==> config.mk <==
export PLATFORM = sky130hd
export DESIGN_NAME = c5315_alu_core_flat
export DESIGN_NICKNAME = d
export VERILOG_FILES = /design/src/rtl/c5315_alu_core_if.sv /design/src/rtl/c5315_alu_core.sv /design/src/flat_wrapper.sv
export SDC_FILE = /design/constraint.sdc
export NUM_CORES = 1
export LEC_CHECK = 0
export BUFFER_PORTS_ARGS = -buffer_cell sky130_fd_sc_hd__buf_2
export CAP_MARGIN = 25
export CORE_MARGIN = 4
export CORE_UTILIZATION = 34
export DETAILED_ROUTE_END_ITERATION = 16
export SYNTH_ARGS = -nofsm -noshare
export SYNTH_HDL_FRONTEND = slang
export SYNTH_SLANG_ARGS = --single-unit
export TNS_END_PERCENT = 1
==> constraint.sdc <==
create_clock -name clk -period 8.2 [get_ports clk]
set_input_delay 0.41 -clock clk [delete_from_list [all_inputs] [get_ports clk]]
set_output_delay 0.41 -clock clk [all_outputs]
set_load 0.005 [all_outputs]
==> src/rtl/c5315_alu_core_if.sv <==
// Operand/result bundle for c5315_alu_core.
// C5315_PARITY_CHECK_EN adds the operand parity inputs and the par_err flag.
interface c5315_alu_core_if #(
  parameter int WIDTH = 9
);
  logic [WIDTH-1:0] a_in;
  logic [WIDTH-1:0] b_in;
  logic             cin;
  logic [1:0]       arith_sel;
  logic [1:0]       logic_sel;
  logic [WIDTH-1:0] arith_out;
  logic             cout;
  logic [WIDTH-1:0] logic_out;
  logic             arith_par;
  logic             logic_par;
  logic             zero;
`ifdef C5315_PARITY_CHECK_EN
  logic             a_par_in;
  logic             b_par_in;
  logic             par_err;
`endif

  modport master (
`ifdef C5315_PARITY_CHECK_EN
    output a_par_in, b_par_in,
    input  par_err,
`endif
    output a_in, b_in, cin, arith_sel, logic_sel,
    input  arith_out, cout, logic_out, arith_par, logic_par, zero
  );

  modport slave (
`ifdef C5315_PARITY_CHECK_EN
    input  a_par_in, b_par_in,
    output par_err,
`endif
    input  a_in, b_in, cin, arith_sel, logic_sel,
    output arith_out, cout, logic_out, arith_par, logic_par, zero
  );
endinterface

==> src/rtl/c5315_alu_core.sv <==
// Registered ALU: parallel arithmetic and logic units, result parity and zero flag.
// Optional operand parity checking is enabled with C5315_PARITY_CHECK_EN.
module c5315_alu_core #(
  parameter int WIDTH = 9
) (
  input logic              clk,
  input logic              rst,
  c5315_alu_core_if.slave  bus
);
  logic [WIDTH:0]   a_ext;
  logic [WIDTH:0]   b_term;
  logic [WIDTH:0]   cin_ext;
  logic [WIDTH:0]   sum_next;
  logic [WIDTH-1:0] logic_next;

  logic [WIDTH-1:0] arith_out_reg;
  logic             cout_reg;
  logic [WIDTH-1:0] logic_out_reg;
  logic             arith_par_reg;
  logic             logic_par_reg;
  logic             zero_reg;

  assign a_ext   = {1'b0, bus.a_in};
  assign cin_ext = {{WIDTH{1'b0}}, bus.cin};

  // Every arithmetic op is a + (selected second term) + cin at WIDTH+1 bits.
  always_comb begin
    b_term = '0;
    case (bus.arith_sel)
      2'b00:   b_term = {1'b0, bus.b_in};
      2'b01:   b_term = {1'b0, ~bus.b_in};
      2'b10:   b_term = '0;
      default: b_term = {1'b0, {WIDTH{1'b1}}};
    endcase
  end

  assign sum_next = a_ext + b_term + cin_ext;

  genvar gi;
  generate
    for (gi = 0; gi < WIDTH; gi++) begin : g_logic_bit
      assign logic_next[gi] =
        (bus.logic_sel == 2'b00) ? (bus.a_in[gi] & bus.b_in[gi]) :
        (bus.logic_sel == 2'b01) ? (bus.a_in[gi] | bus.b_in[gi]) :
        (bus.logic_sel == 2'b10) ? (bus.a_in[gi] ^ bus.b_in[gi]) :
                                   ~bus.a_in[gi];
    end
  endgenerate

  // Flags derive from the next-state values so they line up with the results.
  always_ff @(posedge clk) begin
    if (rst) begin
      arith_out_reg <= '0;
      cout_reg      <= 1'b0;
      logic_out_reg <= '0;
      arith_par_reg <= 1'b0;
      logic_par_reg <= 1'b0;
      zero_reg      <= 1'b0;
    end else begin
      arith_out_reg <= sum_next[WIDTH-1:0];
      cout_reg      <= sum_next[WIDTH];
      logic_out_reg <= logic_next;
      arith_par_reg <= ^sum_next[WIDTH-1:0];
      logic_par_reg <= ^logic_next;
      zero_reg      <= (sum_next[WIDTH-1:0] == '0);
    end
  end

  assign bus.arith_out = arith_out_reg;
  assign bus.cout      = cout_reg;
  assign bus.logic_out = logic_out_reg;
  assign bus.arith_par = arith_par_reg;
  assign bus.logic_par = logic_par_reg;
  assign bus.zero      = zero_reg;

`ifdef C5315_PARITY_CHECK_EN
  logic par_err_reg;

  // Results are still registered on a parity error; the flag is advisory.
  always_ff @(posedge clk) begin
    if (rst) begin
      par_err_reg <= 1'b0;
    end else begin
      par_err_reg <= (^{bus.a_in, bus.a_par_in}) | (^{bus.b_in, bus.b_par_in});
    end
  end

  assign bus.par_err = par_err_reg;
`endif
endmodule

==> src/flat_wrapper.sv <==
// flat-port wrapper written by rule: the top's interface ports become plain ports
module c5315_alu_core_flat 
#(
  parameter int WIDTH = 9
)
  (clk, rst, bus_a_in, bus_b_in, bus_cin, bus_arith_sel, bus_logic_sel, bus_arith_out, bus_cout, bus_logic_out, bus_arith_par, bus_logic_par, bus_zero);
  c5315_alu_core_if #(.WIDTH(WIDTH)) bus_i ();
  input logic clk;
  input logic rst;
  input wire logic [$bits(bus_i.a_in)-1:0] bus_a_in;
  input wire logic [$bits(bus_i.b_in)-1:0] bus_b_in;
  input wire logic [$bits(bus_i.cin)-1:0] bus_cin;
  input wire logic [$bits(bus_i.arith_sel)-1:0] bus_arith_sel;
  input wire logic [$bits(bus_i.logic_sel)-1:0] bus_logic_sel;
  output wire logic [$bits(bus_i.arith_out)-1:0] bus_arith_out;
  output wire logic [$bits(bus_i.cout)-1:0] bus_cout;
  output wire logic [$bits(bus_i.logic_out)-1:0] bus_logic_out;
  output wire logic [$bits(bus_i.arith_par)-1:0] bus_arith_par;
  output wire logic [$bits(bus_i.logic_par)-1:0] bus_logic_par;
  output wire logic [$bits(bus_i.zero)-1:0] bus_zero;
  assign bus_i.a_in = bus_a_in;
  assign bus_i.b_in = bus_b_in;
  assign bus_i.cin = bus_cin;
  assign bus_i.arith_sel = bus_arith_sel;
  assign bus_i.logic_sel = bus_logic_sel;
  assign bus_arith_out = bus_i.arith_out;
  assign bus_cout = bus_i.cout;
  assign bus_logic_out = bus_i.logic_out;
  assign bus_arith_par = bus_i.arith_par;
  assign bus_logic_par = bus_i.logic_par;
  assign bus_zero = bus_i.zero;
  c5315_alu_core #(.WIDTH(WIDTH)) u_core (.clk(clk), .rst(rst), .bus(bus_i));
endmodule
==> qor.csv <==
metric,value,unit
fin_nets,303,
vias,1360,
post-place-cells,311,
io_pins,47,
routed_wl,3.33,mm
grt_use_met1,0.148,
ys_seq_elements,22,
top_usage_layer,met2,
row_count,26,
nFillCells,546,
grt_use_met3,0.0123,
hold_buffers,0,
core,0.00507,sq mm
setup.worst_path.start,bus_arith_sel[1],
dieHeight,80.2,um
layout-drive-gt1-share,0.212,
worstMarginPinSlew,0.444,ns
drt-wirelength-per-cell,10.6,um
synthToLayoutAreaGrowth,19.1,%
diodes,0,
postCtsSetupRepairBufs,0,
postCtsResizedCells,0,
gp_congestion,0.803,
hold_ws,0.544,ns
cp_max_fo,9,
final_util,0.416,
grt_pass1_vias,1293,
io_buffers,46,
syn_inst,202,
antenna_found_initial,0,
worstPathRequired,8.39,ns
ant_nets,0,
clk_pin_slew,0.07,ns
post-route-period-util,0.374,
start_kind,input pin,
drc_errors,0,
grt_first_pass_wirelength,5.69,mm
min_period,3.06,ns
max_slew_margin,0.704,
clockBufferDepth,2,
drt_iter0_markers,42,
multi_input_area,0.00119,sq mm
avgSynthCellArea,8.78,sq um
grt_max_degree,25,
slew_violations,0,
via_per_inst,4.32,
rsz0062_at_grt,false,
die_area,0.00643,sq mm
syn_nets,259,
hold_viol,0,
regArea,440,sq um
initial_core_util,0.349,
ys_warn_count,0,
synth_seq_area_share,0.248,
max-cap-violations,0,
layout_common_cells,"46 x buf_2, 30 x ha_1, 29 x inv_1",
leakage,1.08,nW
synthDistinctLibCells,30,
dr.pass1.iters,4,
cts_tree,yes,
track_usage,0.111,
synth_area,0.00177,sq mm
powerDensity,177,mW/mm^2
crit_path_end_kind,register,
htreeDepth,1,
grt_util_met2,0.183,
grt_overflow,0,
setup_violations,0,
final_cell_area,0.00211,sq mm
hpwlAfterDp,2.85,mm
cts_buffers,3,
outcome,completed,
critPathArrivalTime,3.26,ns
place_area,0.00206,sq mm
clock_sinks,22,
crit_type,in2reg,
max_freq,326,MHz
cts_root_buffer,clkbuf_8,
peakVddDrop,0.0601,mV
final_common_cell,buf_2,
fin_setup_tns,0,ns
layout.cells.non_filler,315,
hp-class,in2reg,
crit_path_end,u_core.bus.arith_par$_SDFF_PP0_,
die_w,80.2,um
-- final cells by class --
cell class,instances,area share
inverter,29,0.0516
sequential,22,0.209
multi-input combinational,144,0.563
clock buffer,4,0.0261
tap,70,0.0415
timing repair buffer,46,0.109
-- synth_stat cells --
library cell	n	share of area
a211oi_1	5	0.021
o21ai_1	4	0.011
buf_2	1	0.0028
a21o_1	1	0.0042
ha_1	30	0.21
inv_1	29	0.061
buf_6	1	0.0064
o31ai_1	1	0.0042
nand4_1	1	0.0035
xnor3_1	1	0.013
mux4_1	2	0.030
xor2_1	5	0.025
a21boi_1	1	0.0042
mux2_1	1	0.0064
xnor2_1	21	0.10
a31oi_1	1	0.0035
dfxtp_1	22	0.25
mux4_2	2	0.025
nor2b_1	7	0.025
nor2_1	28	0.059
nand3_1	1	0.0028
nand2_1	2	0.0042
o21a_1	1	0.0042
nor3_1	2	0.0056
a21oi_1	12	0.034
and2_1	1	0.0035
nand2b_1	11	0.039
o21bai_1	1	0.0042
fa_1	2	0.023
clkbuf_1	5	0.011
-- stage by stage --
| stage | worst slack [ns] | power (mW) |
|---|---|---|
| after global placement | 4.96 | 0.301 |
| after global routing | 4.91 | 0.411 |
| after CTS | 5.12 | 0.380 |
| after floorplan | 4.87 | 0.260 |
| final | 5.14 | 0.373 |
| after detailed placement | 4.86 | 0.305 |
-- cells by family (layout without fill, tap and decap cells) --
group	after synthesis	count (layout)	share of synthesized area
flip-flops	22	22	0.248
AO/OA/AOI/OAI	27	27	0.0911
buffers and inverters	36	79	0.0812
AND/OR/NAND/NOR	53	53	0.143
adder cells (fa/ha/maj)	32	32	0.234
multiplexers	5	5	0.0614
XOR/XNOR	27	27	0.141
-- layer usage --
layer | vias to the layer above | share of wire
li1 | 735 | -
met1 | 592 | 0.51
met2 | 29 | 0.43
met3 | 4 | 0.045
met4 | 0 | 0.015
met5 | - | 0
-- worst min-delay path by stage --
stage	from	end	slack [ns]	cells after the start
after floorplan	rst	u_core.bus.logic_out[0]$_SDFF_PP0_	0.48	1
after global placement	u_core.bus.arith_out[8]$_SDFF_PP0_	bus_arith_out[8]	0.79	1
after detailed placement	u_core.bus.arith_out[8]$_SDFF_PP0_	bus_arith_out[8]	0.79	1
after CTS	rst	u_core.bus.arith_out[1]$_SDFF_PP0_	0.54	2
after global routing	rst	u_core.bus.arith_out[0]$_SDFF_PP0_	0.57	2
final	rst	u_core.bus.arith_out[1]$_SDFF_PP0_	0.54	2
-- report_power, final --
group          total [mW]  switching, mW  internal (mW)
Combinational       0.173         0.0838         0.0892
Clock              0.0736         0.0310         0.0427
Sequential          0.127        0.00321          0.123
Total               0.373          0.118          0.255
-- worst max-delay path, stage by stage --
cell	delay, ns
buf_2	0.14
nand2b_1	0.16
xnor2_1	0.20
ha_1	0.26
nor2b_1	0.13
o21ai_1	0.17
a21boi_1	0.09
o21ai_1	0.12
nand2b_1	0.10
a31oi_1	0.37
xor2_1	0.20
ha_1	0.26
xnor2_1	0.19
xnor2_1	0.14
xnor3_1	0.23
nor2_1	0.08
Power figures use the tool's default switching activity.
